## config.mk

```make
export PLATFORM = sky130hd
export DESIGN_NAME = uart_frame_bridge
export DESIGN_NICKNAME = d
export VERILOG_FILES = /design/src/rtl/uart_frame_bridge.sv
export SDC_FILE = /design/constraint.sdc
export NUM_CORES = 1
export LEC_CHECK = 0
export ABC_AREA = 1
export BUFFER_PORTS_ARGS = -buffer_cell sky130_fd_sc_hd__buf_2
export CAP_MARGIN = 20
export CELL_PAD_IN_SITES_DETAIL_PLACEMENT = 1
export CELL_PAD_IN_SITES_GLOBAL_PLACEMENT = 2
export CORE_UTILIZATION = 33
export CTS_BUF_LIST = sky130_fd_sc_hd__clkbuf_8
export DETAILED_ROUTE_END_ITERATION = 10
export GPL_TIMING_DRIVEN = 0
export PLACE_DENSITY_LB_ADDON = 0.1
export SLEW_MARGIN = 20
export SYNTH_ARGS = -nofsm -noshare
export SYNTH_HDL_FRONTEND = slang
export SYNTH_SLANG_ARGS = --single-unit
```

## constraint.sdc

```tcl
create_clock -name avm_clk -period 3.1 [get_ports avm_clk]
set_input_delay 0.465 -clock avm_clk [delete_from_list [all_inputs] [get_ports avm_clk]]
set_output_delay 0.465 -clock avm_clk [all_outputs]
set_load 0.02 [all_outputs]
```

## src/rtl/uart_frame_bridge.sv

```systemverilog
// ----------------------------------------------------------------------------
// uart_frame_bridge
//
// Avalon-MM master that streams one frame of H_PIX*V_PIX*BPP bytes into the
// UART TX data register, then reads RESULT_BYTES prediction bytes back from
// the UART RX data register. Every byte costs a status poll followed by the
// data transfer. Frame bytes come in through a ready/valid port into a
// one-entry staging register.
//
// Ports:
//   avm_clk, avm_rst_n     clock, asynchronous active-low reset
//   avm_address/read/write Avalon command (held until waitrequest drops)
//   avm_writedata          {24'b0, byte} during a TX data write, else 0
//   avm_readdata           status word or RX byte
//   avm_waitrequest        slave stall
//   i_start                begin a frame (looked at in IDLE only)
//   i_abort                abandon the frame at the next transfer boundary
//   i_tx_data/i_tx_valid   frame byte intake, o_tx_ready accepts it
//   o_rx_data/o_rx_valid   prediction byte, one-cycle strobe
//   o_rx_index             position of that byte within the results
//   o_busy                 frame in progress
//   o_done                 one-cycle strobe when frame and results complete
// ----------------------------------------------------------------------------
module uart_frame_bridge #(
    parameter int unsigned H_PIX        = 640,
    parameter int unsigned V_PIX        = 480,
    parameter int unsigned BPP          = 3,
    parameter int unsigned RESULT_BYTES = 120,
    parameter int unsigned ADDR_W       = 5,
    parameter int unsigned RX_ADDR      = 0,
    parameter int unsigned TX_ADDR      = 4,
    parameter int unsigned STATUS_ADDR  = 8,
    parameter int unsigned TX_OK_BIT    = 6,
    parameter int unsigned RX_OK_BIT    = 7,
    localparam int unsigned FRAME_BYTES = H_PIX * V_PIX * BPP,
    localparam int unsigned MAX_CNT     = (FRAME_BYTES > RESULT_BYTES) ? FRAME_BYTES
                                                                       : RESULT_BYTES,
    localparam int unsigned CNT_W       = (MAX_CNT > 1) ? $clog2(MAX_CNT) : 1
) (
    input  logic              avm_clk,
    input  logic              avm_rst_n,
    output logic [ADDR_W-1:0] avm_address,
    output logic              avm_read,
    output logic              avm_write,
    output logic [31:0]       avm_writedata,
    input  logic [31:0]       avm_readdata,
    input  logic              avm_waitrequest,
    input  logic              i_start,
    input  logic              i_abort,
    input  logic [7:0]        i_tx_data,
    input  logic              i_tx_valid,
    output logic              o_tx_ready,
    output logic [7:0]        o_rx_data,
    output logic              o_rx_valid,
    output logic [CNT_W-1:0]  o_rx_index,
    output logic              o_busy,
    output logic              o_done
);

    typedef enum logic [2:0] {
        StIdle,
        StTxPoll,
        StTxWrite,
        StRxPoll,
        StRxRead,
        StDone
    } state_e;

    localparam logic [CNT_W-1:0] LAST_TX = CNT_W'(FRAME_BYTES - 1);
    localparam logic [CNT_W-1:0] LAST_RX = CNT_W'(RESULT_BYTES - 1);

    state_e           r_state;
    state_e           w_state_next;
    logic [CNT_W-1:0] r_tx_cnt;
    logic [CNT_W-1:0] r_rx_cnt;
    logic             r_stage_full;
    logic [7:0]       r_stage_data;
    logic             r_abort_pending;
    logic             r_rx_valid;
    logic [7:0]       r_rx_data;
    logic [CNT_W-1:0] r_rx_index;

    logic w_bus_active;
    logic w_xfer_done;
    logic w_abort_req;
    logic w_abort_go;
    logic w_unused;

    // Only a few readdata bits are meaningful; fold the rest away.
    assign w_unused = ^avm_readdata;

    assign w_bus_active = (r_state == StTxPoll) || (r_state == StTxWrite) ||
                          (r_state == StRxPoll) || (r_state == StRxRead);
    assign w_xfer_done  = w_bus_active && !avm_waitrequest;

    // Abort waits for a transfer boundary so a stalled command is never dropped.
    assign w_abort_req  = (r_state != StIdle) && (i_abort || r_abort_pending);
    assign w_abort_go   = w_abort_req && (!w_bus_active || !avm_waitrequest);

    // Bus command is a pure function of state, so it stays put through stalls.
    always_comb begin
        w_state_next  = r_state;
        avm_read      = 1'b0;
        avm_write     = 1'b0;
        avm_address   = ADDR_W'(STATUS_ADDR);
        avm_writedata = 32'd0;
        unique case (r_state)
            StIdle: begin
                if (i_start) begin
                    w_state_next = StTxPoll;
                end
            end
            StTxPoll: begin
                avm_read = 1'b1;
                if (w_xfer_done && avm_readdata[TX_OK_BIT] && r_stage_full) begin
                    w_state_next = StTxWrite;
                end
            end
            StTxWrite: begin
                avm_write     = 1'b1;
                avm_address   = ADDR_W'(TX_ADDR);
                avm_writedata = {24'd0, r_stage_data};
                if (w_xfer_done) begin
                    w_state_next = (r_tx_cnt == LAST_TX) ? StRxPoll : StTxPoll;
                end
            end
            StRxPoll: begin
                avm_read = 1'b1;
                if (w_xfer_done && avm_readdata[RX_OK_BIT]) begin
                    w_state_next = StRxRead;
                end
            end
            StRxRead: begin
                avm_read    = 1'b1;
                avm_address = ADDR_W'(RX_ADDR);
                if (w_xfer_done) begin
                    w_state_next = (r_rx_cnt == LAST_RX) ? StDone : StRxPoll;
                end
            end
            StDone: begin
                w_state_next = StIdle;
            end
            default: begin
                w_state_next = StIdle;
            end
        endcase
        if (w_abort_go) begin
            w_state_next = StIdle;
        end
    end

    always_ff @(posedge avm_clk or negedge avm_rst_n) begin
        if (!avm_rst_n) begin
            r_state         <= StIdle;
            r_tx_cnt        <= '0;
            r_rx_cnt        <= '0;
            r_stage_full    <= 1'b0;
            r_stage_data    <= 8'd0;
            r_abort_pending <= 1'b0;
            r_rx_valid      <= 1'b0;
            r_rx_data       <= 8'd0;
            r_rx_index      <= '0;
        end else begin
            r_state    <= w_state_next;
            r_rx_valid <= 1'b0;
            if (w_abort_go) begin
                r_tx_cnt        <= '0;
                r_rx_cnt        <= '0;
                r_stage_full    <= 1'b0;
                r_abort_pending <= 1'b0;
            end else begin
                if (w_abort_req) begin
                    r_abort_pending <= 1'b1;
                end
                case (r_state)
                    StIdle: begin
                        if (i_start) begin
                            r_tx_cnt <= '0;
                            r_rx_cnt <= '0;
                        end
                    end
                    StTxPoll: begin
                        if (i_tx_valid && o_tx_ready) begin
                            r_stage_full <= 1'b1;
                            r_stage_data <= i_tx_data;
                        end
                    end
                    StTxWrite: begin
                        if (w_xfer_done) begin
                            r_stage_full <= 1'b0;
                            r_tx_cnt     <= r_tx_cnt + CNT_W'(1);
                        end
                    end
                    StRxRead: begin
                        if (w_xfer_done) begin
                            r_rx_valid <= 1'b1;
                            r_rx_data  <= avm_readdata[7:0];
                            r_rx_index <= r_rx_cnt;
                            r_rx_cnt   <= r_rx_cnt + CNT_W'(1);
                        end
                    end
                    StDone: begin
                        r_tx_cnt <= '0;
                        r_rx_cnt <= '0;
                    end
                    default: begin
                    end
                endcase
            end
        end
    end

    // Intake closes while a byte is staged, outside TX_POLL, and once abort is seen.
    assign o_tx_ready = (r_state == StTxPoll) && !r_stage_full && !w_abort_req;
    assign o_rx_valid = r_rx_valid;
    assign o_rx_data  = r_rx_data;
    assign o_rx_index = r_rx_index;
    assign o_busy     = (r_state != StIdle);
    assign o_done     = (r_state == StDone) && !i_abort;

endmodule

```

==> results.toml <==
[power_and_ir_drop]
powerDensity_mw_per_mm2 = 646
p_leak_nw = 2.82
ir_worst_vdd_uv = 445

[final_layout]
filler_cell_count = 1824
final_common_cell = "nand2_1"
antenna_cells = 0
final_nets = 829
utilization = 0.405
drive_gt1_frac = 0.190
layout_common_cells = "231 x nand2_1, 99 x nor2_1, 82 x dfrtp_1, 71 x buf_2, 48 x inv_1"
area_growth_pct = 17.7

[global_route]
overflow = 0
track_usage = 0.205
grt_pass1_wl_um = 23900
grt_pass1_vias = 4539
grt_max_degree = 53
grt_antenna_before_repair = 0

[sta]
timing.fmax_mhz = 386
setup_ws_ns = 0.508
hold_viol = 0
relSlewSlack = 0.625
finalCritPeriodShare = 0.836
rsz0062_at_grt = "no"
holdWs_ns = 0.0312
drv_slew = 0
fin_worst_skew_ns = 0.00704
fin_tns_setup_ns = 0
tightest_slew_ns = 0.562
finalSetupViolCount = 0
period_minus_slack_ns = 2.59

[setup_path]
slowest_delay_ns = 0.45
reg2reg_to = "r_rx_cnt[18]"
crit_type = "reg2out"
cp.arrival_ns = 2.13
path_delay_family = "buffers and inverters"
crit_fanout = 10
reg2reg_slack_ns = 1.04
cpMaxStageDelayCell = "dfrtp_1"
worstPathRequired_ns = 2.63
startpoint_type = "register"
critical_path.startpoint = "r_state[2]"
crit_buf_inv = 3
r2r-start = "r_state[1]"
crit_chain = "nor2_1 -> nand2_1 -> clkbuf_1 -> clkbuf_1 -> nor2_1 -> buf_2"
cp-end-kind = "output port"
worstRegToRegCells = 10

[clocking]
cts-root-buf = "clkbuf_8"
insertion_delay_ns = 0.38
cts_hold_buf = 0
clk_pin_slew_ns = 0.09
h-tree-depth = 3
cts_buffer_depth = 2
cts_tree = "done"
post_cts.repair.setup_buffers = 0
numCtsBuffers = 9
clock-sinks = 82
cts_resized = 0

[placement]
gp_congestion = 0.837
post-place-ws_ns = 0.865
io_buffers = 65
hpwl_um = 10800

[run_status]
outcome = "finished clean"

[floorplan]
die_w_um = 123
row_count = 43
die-area_sq_mm = 0.0152
dieHeight_um = 123
core_area_sq_mm = 0.0141
start_util = 0.344
io_pins = 117

[flow_run]
max_cap_violations = 0

[synth]
yosysUniqueCellTypes = 33
syn_avg_cell_area_sq_um = 7.15
yosysWarnings = 0
synth-seq-cells = 82
yosysSeqAreaShare = 0.423
netlist_area_sq_mm = 0.00485
synthCells = 678

[routing]
wl_per_cell_um = 15.0
drt_wl_total_um = 14500
dr.first_iter.drc_count = 210
drc = 0
dr.pass1.iters = 4
ant_nets = 0
num_vias = 4594
vias_per_cell = 4.76

[hold_path]
hold_path_class = "in2async"
synthesized netlist by cell type (all sizes together):
cell       n  share of area
o21bai     1         0.0015
inv       53          0.041
o21ai     48          0.054
nand3     43          0.045
xor2      16          0.029
nor2     101          0.080
dfrtp     82           0.42
o2111ai    2         0.0036
nor3b      1         0.0015
conb       1        0.00077
or2        4         0.0052
nor3       9         0.0093
ha         2         0.0052
a21oi     10          0.013
nand4     15          0.019
clkbuf     6         0.0049
xnor2      1         0.0018
clkinv     1         0.0018
buf       42          0.065
nand2    240           0.19
final cells by class:
type	instances	area (sq um)	area share
multi-input combinational	520	2350	0.411
clock buffer	10	138	0.0241
inverter	54	208	0.0364
buffer	48	340	0.0596
tap	180	225	0.0394
sequential	82	2050	0.359
clock inverter	6	42.5	0.00745
timing repair buffer	66	355	0.0622
metal layers:
metal  routed length [um]  share of wire  track usage  vias to the layer above
li1                     -              -            -                     2288
met1                 7460           0.52        0.297                     2195
met2                 6260           0.43        0.313                      100
met3                  575          0.040       0.0263                       11
met4                  182          0.013       0.0655                        0
met5                    0              0            0                        -
registers in the layout, indices dropped and copies added (netlist names):
name and cells:
o_rx_data 8, o_rx_index 20, o_rx_valid 1, r_abort_pending 1
r_rx_cnt 20, r_stage_data 8, r_stage_full 1, r_state 3
r_tx_cnt 20
cell families (layout without fill, tap and decap cells):
group	count (synthesis)	in the layout	synth area share
buffers and inverters	102	184	0.113
other	1	27	0.000773
AND/OR/NAND/NOR	413	413	0.355
XOR/XNOR	17	17	0.0307
AO/OA/AOI/OAI	61	61	0.0720
flip-flops	82	82	0.423
adder cells (fa/ha/maj)	2	2	0.00516
worst max path at each step:
stage                             endpoint  cells past startpoint
after CTS                 avm_writedata[3]                      6
after floorplan                 o_tx_ready                      5
after detailed placement  avm_writedata[3]                      6
after global routing      avm_writedata[1]                      6
final                     avm_writedata[3]                      6
after global placement     r_stage_data[6]                      1
metrics by stage:
step / instance area (sq um) / std cells / power, W
after floorplan: 4950 / 704 / 0.00240
after global placement: 5500 / 949 / 0.00293
after detailed placement: 5530 / 950 / 0.00297
after CTS: 5710 / 966 / 0.00374
after global routing: 5710 / 966 / 0.00395
final: 5710 / 966 / 0.00369
report_power, final:
part           switching [W]  internal, W  leakage (nW)
logic                0.00121     0.000453          1.62
registers          0.0000874      0.00118          1.11
clock network       0.000441     0.000313        0.0882
total                0.00174      0.00195          2.82
Power figures use the tool's default switching activity.
